## config.mk

```make
export PLATFORM = sky130hd
export DESIGN_NAME = bus_arbiter
export DESIGN_NICKNAME = d
export VERILOG_FILES = /design/src/rtl/bus_arbiter.sv
export SDC_FILE = /design/constraint.sdc
export NUM_CORES = 1
export LEC_CHECK = 0
export BUFFER_PORTS_ARGS = -buffer_cell sky130_fd_sc_hd__buf_4
export CORE_ASPECT_RATIO = 0.7
export CORE_MARGIN = 5
export CORE_UTILIZATION = 55
export DETAILED_ROUTE_END_ITERATION = 6
export PLACE_DENSITY = 0.83
export SYNTH_ARGS = -nofsm -noshare
export SYNTH_HDL_FRONTEND = slang
export SYNTH_SLANG_ARGS = --single-unit
```

## constraint.sdc

```tcl
create_clock -name plusclk -period 2.7 [get_ports plusclk]
set_clock_uncertainty 0.1 [all_clocks]
set_input_delay 0.135 -clock plusclk [delete_from_list [all_inputs] [get_ports plusclk]]
set_output_delay 0.135 -clock plusclk [all_outputs]
set_load 0.005 [all_outputs]
```

## src/rtl/bus_arbiter.sv

```systemverilog
// bus_arbiter: central arbiter for the shared 38-bit memory bus.
//
// Grants exactly one agent per tenure and holds the grant for the number of
// bus cycles that agent requested. High-class requests (responses and
// write-backs) beat low-class requests. Within a class, a shared round-robin
// pointer picks the first requester at or after the pointer. Each tenure is
// followed by one turnaround cycle with no grant.
//
// Ports:
//   plusclk      system clock, rising edge
//   rst          asynchronous reset, active low
//   req          per-agent request level (agent 0 is the DRAM controller)
//   req_type     per-agent class: 1 = response/write-back, 0 = new request
//   req_clc      per-agent tenure length, agent i at [i*CLC_WIDTH +: CLC_WIDTH]
//   bus_grant    registered one-hot grant
//   bus_active   registered, high for every cycle of a tenure
//   grant_id     index of the current or last granted agent
//   tenure_left  cycles remaining in the current tenure, 0 when idle
module bus_arbiter #(
    parameter int NUM_AGENTS = 4,
    parameter int ID_WIDTH   = 2,
    parameter int CLC_WIDTH  = 6
) (
    input  logic                            plusclk,
    input  logic                            rst,
    input  logic [NUM_AGENTS-1:0]           req,
    input  logic [NUM_AGENTS-1:0]           req_type,
    input  logic [NUM_AGENTS*CLC_WIDTH-1:0] req_clc,
    output logic [NUM_AGENTS-1:0]           bus_grant,
    output logic                            bus_active,
    output logic [ID_WIDTH-1:0]             grant_id,
    output logic [CLC_WIDTH-1:0]            tenure_left
);

    typedef enum logic [1:0] {
        IDLE  = 2'd0,
        GRANT = 2'd1,
        TURN  = 2'd2
    } state_t;

    state_t                state;
    state_t                state_nxt;
    logic [ID_WIDTH-1:0]   ptr;
    logic [ID_WIDTH-1:0]   ptr_nxt;
    logic [NUM_AGENTS-1:0] grant_nxt;
    logic                  active_nxt;
    logic [ID_WIDTH-1:0]   id_nxt;
    logic [CLC_WIDTH-1:0]  left_nxt;

    logic [NUM_AGENTS-1:0] high_req;
    logic [NUM_AGENTS-1:0] cand;
    logic                  win_found;
    logic [ID_WIDTH-1:0]   win_idx;
    logic [ID_WIDTH-1:0]   idx;
    logic [CLC_WIDTH-1:0]  win_clc;

    // Winner selection: restrict to the high class when any high-class
    // request is present, then scan upward from the pointer with wrap.
    always_comb begin
        high_req  = req & req_type;
        cand      = (|high_req) ? high_req : req;
        win_found = 1'b0;
        win_idx   = '0;
        win_clc   = '0;
        idx       = '0;
        for (int k = 0; k < NUM_AGENTS; k++) begin
            idx = ID_WIDTH'((int'(ptr) + k) % NUM_AGENTS);
            if (!win_found && cand[idx]) begin
                win_found = 1'b1;
                win_idx   = idx;
                win_clc   = req_clc[int'(idx)*CLC_WIDTH +: CLC_WIDTH];
            end
        end
    end

    always_comb begin
        state_nxt  = state;
        ptr_nxt    = ptr;
        grant_nxt  = bus_grant;
        active_nxt = bus_active;
        id_nxt     = grant_id;
        left_nxt   = tenure_left;
        case (state)
            // The turnaround cycle itself is the one idle cycle between
            // tenures, so requests are also arbitrated on its closing edge.
            IDLE, TURN: begin
                state_nxt  = IDLE;
                grant_nxt  = '0;
                active_nxt = 1'b0;
                left_nxt   = '0;
                if (win_found) begin
                    state_nxt  = GRANT;
                    grant_nxt  = NUM_AGENTS'(1) << win_idx;
                    active_nxt = 1'b1;
                    id_nxt     = win_idx;
                    // A zero-length request still gets one bus cycle.
                    left_nxt   = (win_clc == '0) ? CLC_WIDTH'(1) : win_clc;
                    ptr_nxt    = (win_idx == ID_WIDTH'(NUM_AGENTS - 1)) ?
                                 '0 : win_idx + 1'b1;
                end
            end
            GRANT: begin
                if (tenure_left <= CLC_WIDTH'(1)) begin
                    state_nxt  = TURN;
                    grant_nxt  = '0;
                    active_nxt = 1'b0;
                    left_nxt   = '0;
                end else begin
                    left_nxt = tenure_left - 1'b1;
                end
            end
            default: begin
                state_nxt  = IDLE;
                grant_nxt  = '0;
                active_nxt = 1'b0;
                left_nxt   = '0;
            end
        endcase
    end

    always_ff @(posedge plusclk or negedge rst) begin
        if (!rst) begin
            state       <= IDLE;
            ptr         <= '0;
            bus_grant   <= '0;
            bus_active  <= 1'b0;
            grant_id    <= '0;
            tenure_left <= '0;
        end else begin
            state       <= state_nxt;
            ptr         <= ptr_nxt;
            bus_grant   <= grant_nxt;
            bus_active  <= active_nxt;
            grant_id    <= id_nxt;
            tenure_left <= left_nxt;
        end
    end

endmodule
```

==> results.yml <==
critical_path:
  critical_path_class: "reg -> reg"
  worstPathRequired_ps: 2710
  start_kind: "register"
  worst_ep_arrival_time_ps: 2560
  cp_max_fo: 18
  end_kind: "register"
  rrSetupSlack_ps: 150
power_and_ir_drop:
  vdd_drop_max_mv: 0.692
  power_switching_mw: 1.12
  power.density_nw_per_um2: 961
  clock_power_share: 0.082
  power.share.sequential: 0.207
  combPwrFrac: 0.711
  leakage_nw: 1.10
  power_mw: 2.41
  switching_share: 0.465
  p_int_mw: 1.29
floorplanning:
  core-area_um2: 3540
  pin_count: 47
  fp-row-count: 18
  die_h_um: 60.9
  die_x_um: 82.7
  start_util: 0.575
  dieArea_um2: 5030
placed_design:
  io_buffers: 46
  dpl-instance-area_um2: 2450
  gp_congestion: 0.997
  dp_hpwl_mm: 4.27
clocking:
  cts_buffer_depth: 2
  cts_hold_buf: 1
  clkTransAtPathRegs_ps: 70
  tritoncts: "built"
  htreeDepth: 1
  cts.repair.resized: 0
  clk-insertion-delay-late_ps: 260
  cts_buffers: 3
  cts-root-buf: "clkbuf_8"
  postCtsSetupBuffers: 0
  cts_sinks: 17
cells_and_area:
  design_area_um2: 2500
  nNetsFinal: 324
  syn_to_final_growth_pct: 23.1
  antenna-diode-count: 0
  drive_gt1_frac: 0.322
logic_synthesis:
  synth_most_common_cell: "nand2_1"
  ys_async_sr_fraction: 1.00
  syn_area_per_cell_um2: 8.58
  yosys-top-cells-count: "nand2_1, nor2_1, dfrtp_1"
  synth_cell_types: 66
  ys_warn_count: 0
  netlist_area_um2: 2030
  synthTopCellsByArea: "dfrtp_1, mux2i_1, nand2_1, o21ai_0, ha_1"
  synth_edf_count: 0
  synthesis.nets: 277
  synth_top_area_frac: 0.209
  synthCells: 237
  synth-seq-area-share: 0.209
  yosys_most_used_dff: "dfrtp_1"
  yosysTopAreaCell: "dfrtp_1"
  ys_seq_elements: 17
sta:
  slew-limit-headroom: 0.497
  rsz0062_at_grt: "no"
  setup-violations-final: 0
  fmaxAchievable_mhz: 391
  timing.final.crit_share: 0.946
  finalSetupTns_ps: 0
  finalHoldViolations: 0
  tightest_slew_ps: 745
  finalCriticalPeriod_ps: 2550
  slew_viol_final: 0
route:
  routed_wl_mm: 5.63
  ant_nets: 0
  vias: 2082
  post_drt_via_cell_ratio: 6.25
  drtIter0Drc: 151
  drc: 0
  wl_per_cell_um: 16.9
  firstDrtPassIters: 4
grt:
  grt_pass1_vias: 1884
  antenna_found_initial: 0
  overflow: 0
  grt_pass1_wl_mm: 8.99
  grt_max_degree: 22
  grt_usage: 0.230
worst_hold_path:
  hp-class: "in -> async"
flow_run:
  cap_violations: 0
outcome:
  status: "completed"
[worst paths after layout]
check / cells after the start / startpoint / to
worst max-delay path: 11 / ptr[0]$_DFFE_PN0P_ / ptr[1]$_DFFE_PN0P_
min in group plusclk: 1 / state[1]$_DFFE_PN0P_ / state[1]$_DFFE_PN0P_
worst min-delay path: 2 / rst / state[1]$_DFFE_PN0P_
max in group asynchronous: 2 / rst / ptr[0]$_DFFE_PN0P_
worst min register to register: 1 / state[1]$_DFFE_PN0P_ / state[1]$_DFFE_PN0P_
worst max register to register: 11 / ptr[0]$_DFFE_PN0P_ / ptr[1]$_DFFE_PN0P_
[state kept, by name (all words and copies together), names as in the netlist]
| signal | flops |
|---|---|
| ptr | 2 |
| bus_grant | 4 |
| state | 2 |
| grant_id | 2 |
| bus_active | 1 |
| tenure_left | 6 |
[critical path, stage by stage, from the launching register on]
cell	delay, ps
dfrtp_2	550
buf_4	210
nor2b_1	230
a41o_1	220
o21ai_1	110
nand2_1	80
nor2_1	50
a31oi_2	310
inv_2	100
ha_1	300
nand2_1	50
o21ai_0	90
[placed cells by master, fill, tap and decap left out, types with 3 or more instances in the layout]
master / netlist / routed
buf_4: 2 / 58
nand2_1: 22 / 22
nor2_1: 18 / 18
o21ai_0: 16 / 16
mux2i_1: 16 / 16
dfrtp_1: 17 / 16
inv_1: 9 / 9
a21oi_1: 8 / 8
a22o_1: 7 / 7
o22ai_1: 7 / 7
nor2b_1: 6 / 6
o221ai_1: 6 / 6
mux2_2: 6 / 6
ha_1: 6 / 6
nor3_1: 5 / 5
and2_4: 3 / 3
a31oi_1: 3 / 3
o21ai_1: 3 / 3
a21boi_0: 3 / 3
a211oi_1: 3 / 3
clkbuf_8: 0 / 3
[cell families after synthesis]
group | synth area share
adder cells (fa/ha/maj) | 0.0369
AND/OR/NAND/NOR | 0.171
XOR/XNOR | 0.0172
AO/OA/AOI/OAI | 0.359
buffers and inverters | 0.0732
multiplexers | 0.134
flip-flops | 0.209
[power groups by stage]
stage / Clock, mW / Sequential [mW] / Combinational (mW)
6_report: 0.197 / 0.499 / 1.71
5_1_grt: 0.215 / 0.516 / 1.87
4_1_cts: 0.202 / 0.495 / 1.71
3_5_place_dp: 0 / 0.495 / 1.67
3_3_place_gp: 0 / 0.495 / 1.63
2_1_floorplan: 0 / 0.464 / 1.17
[cell type report]
type	count	area [µm²]
clock buffer	3	41.3
fill	283	1030
multi-input combinational	191	1460
timing repair buffer	60	465
inverter	11	41.3
clock inverter	1	7.51
sequential	17	427
tap	50	62.6
[per-layer routing]
layer	share of wire	wire (µm)	up-vias	global-route usage
met2	0.44	2500	91	0.360
met3	0.092	521	7	0.0430
met1	0.45	2560	985	0.335
met4	0.0078	44	0	0.0466
met5	0	0	-	0
li1	-	-	999	-
[stage by stage]
stage,instances,hold slack (ps),setup WS [ps],utilization
floorplan,237,-261,382,-
global placement,328,-93.6,262,0.692
detailed placement,328,-90.1,220,0.692
CTS,333,173,236,0.708
global route,333,207,5.20,0.708
finish,333,178,145,0.708
No activity file was read; power rests on OpenSTA's default activity.
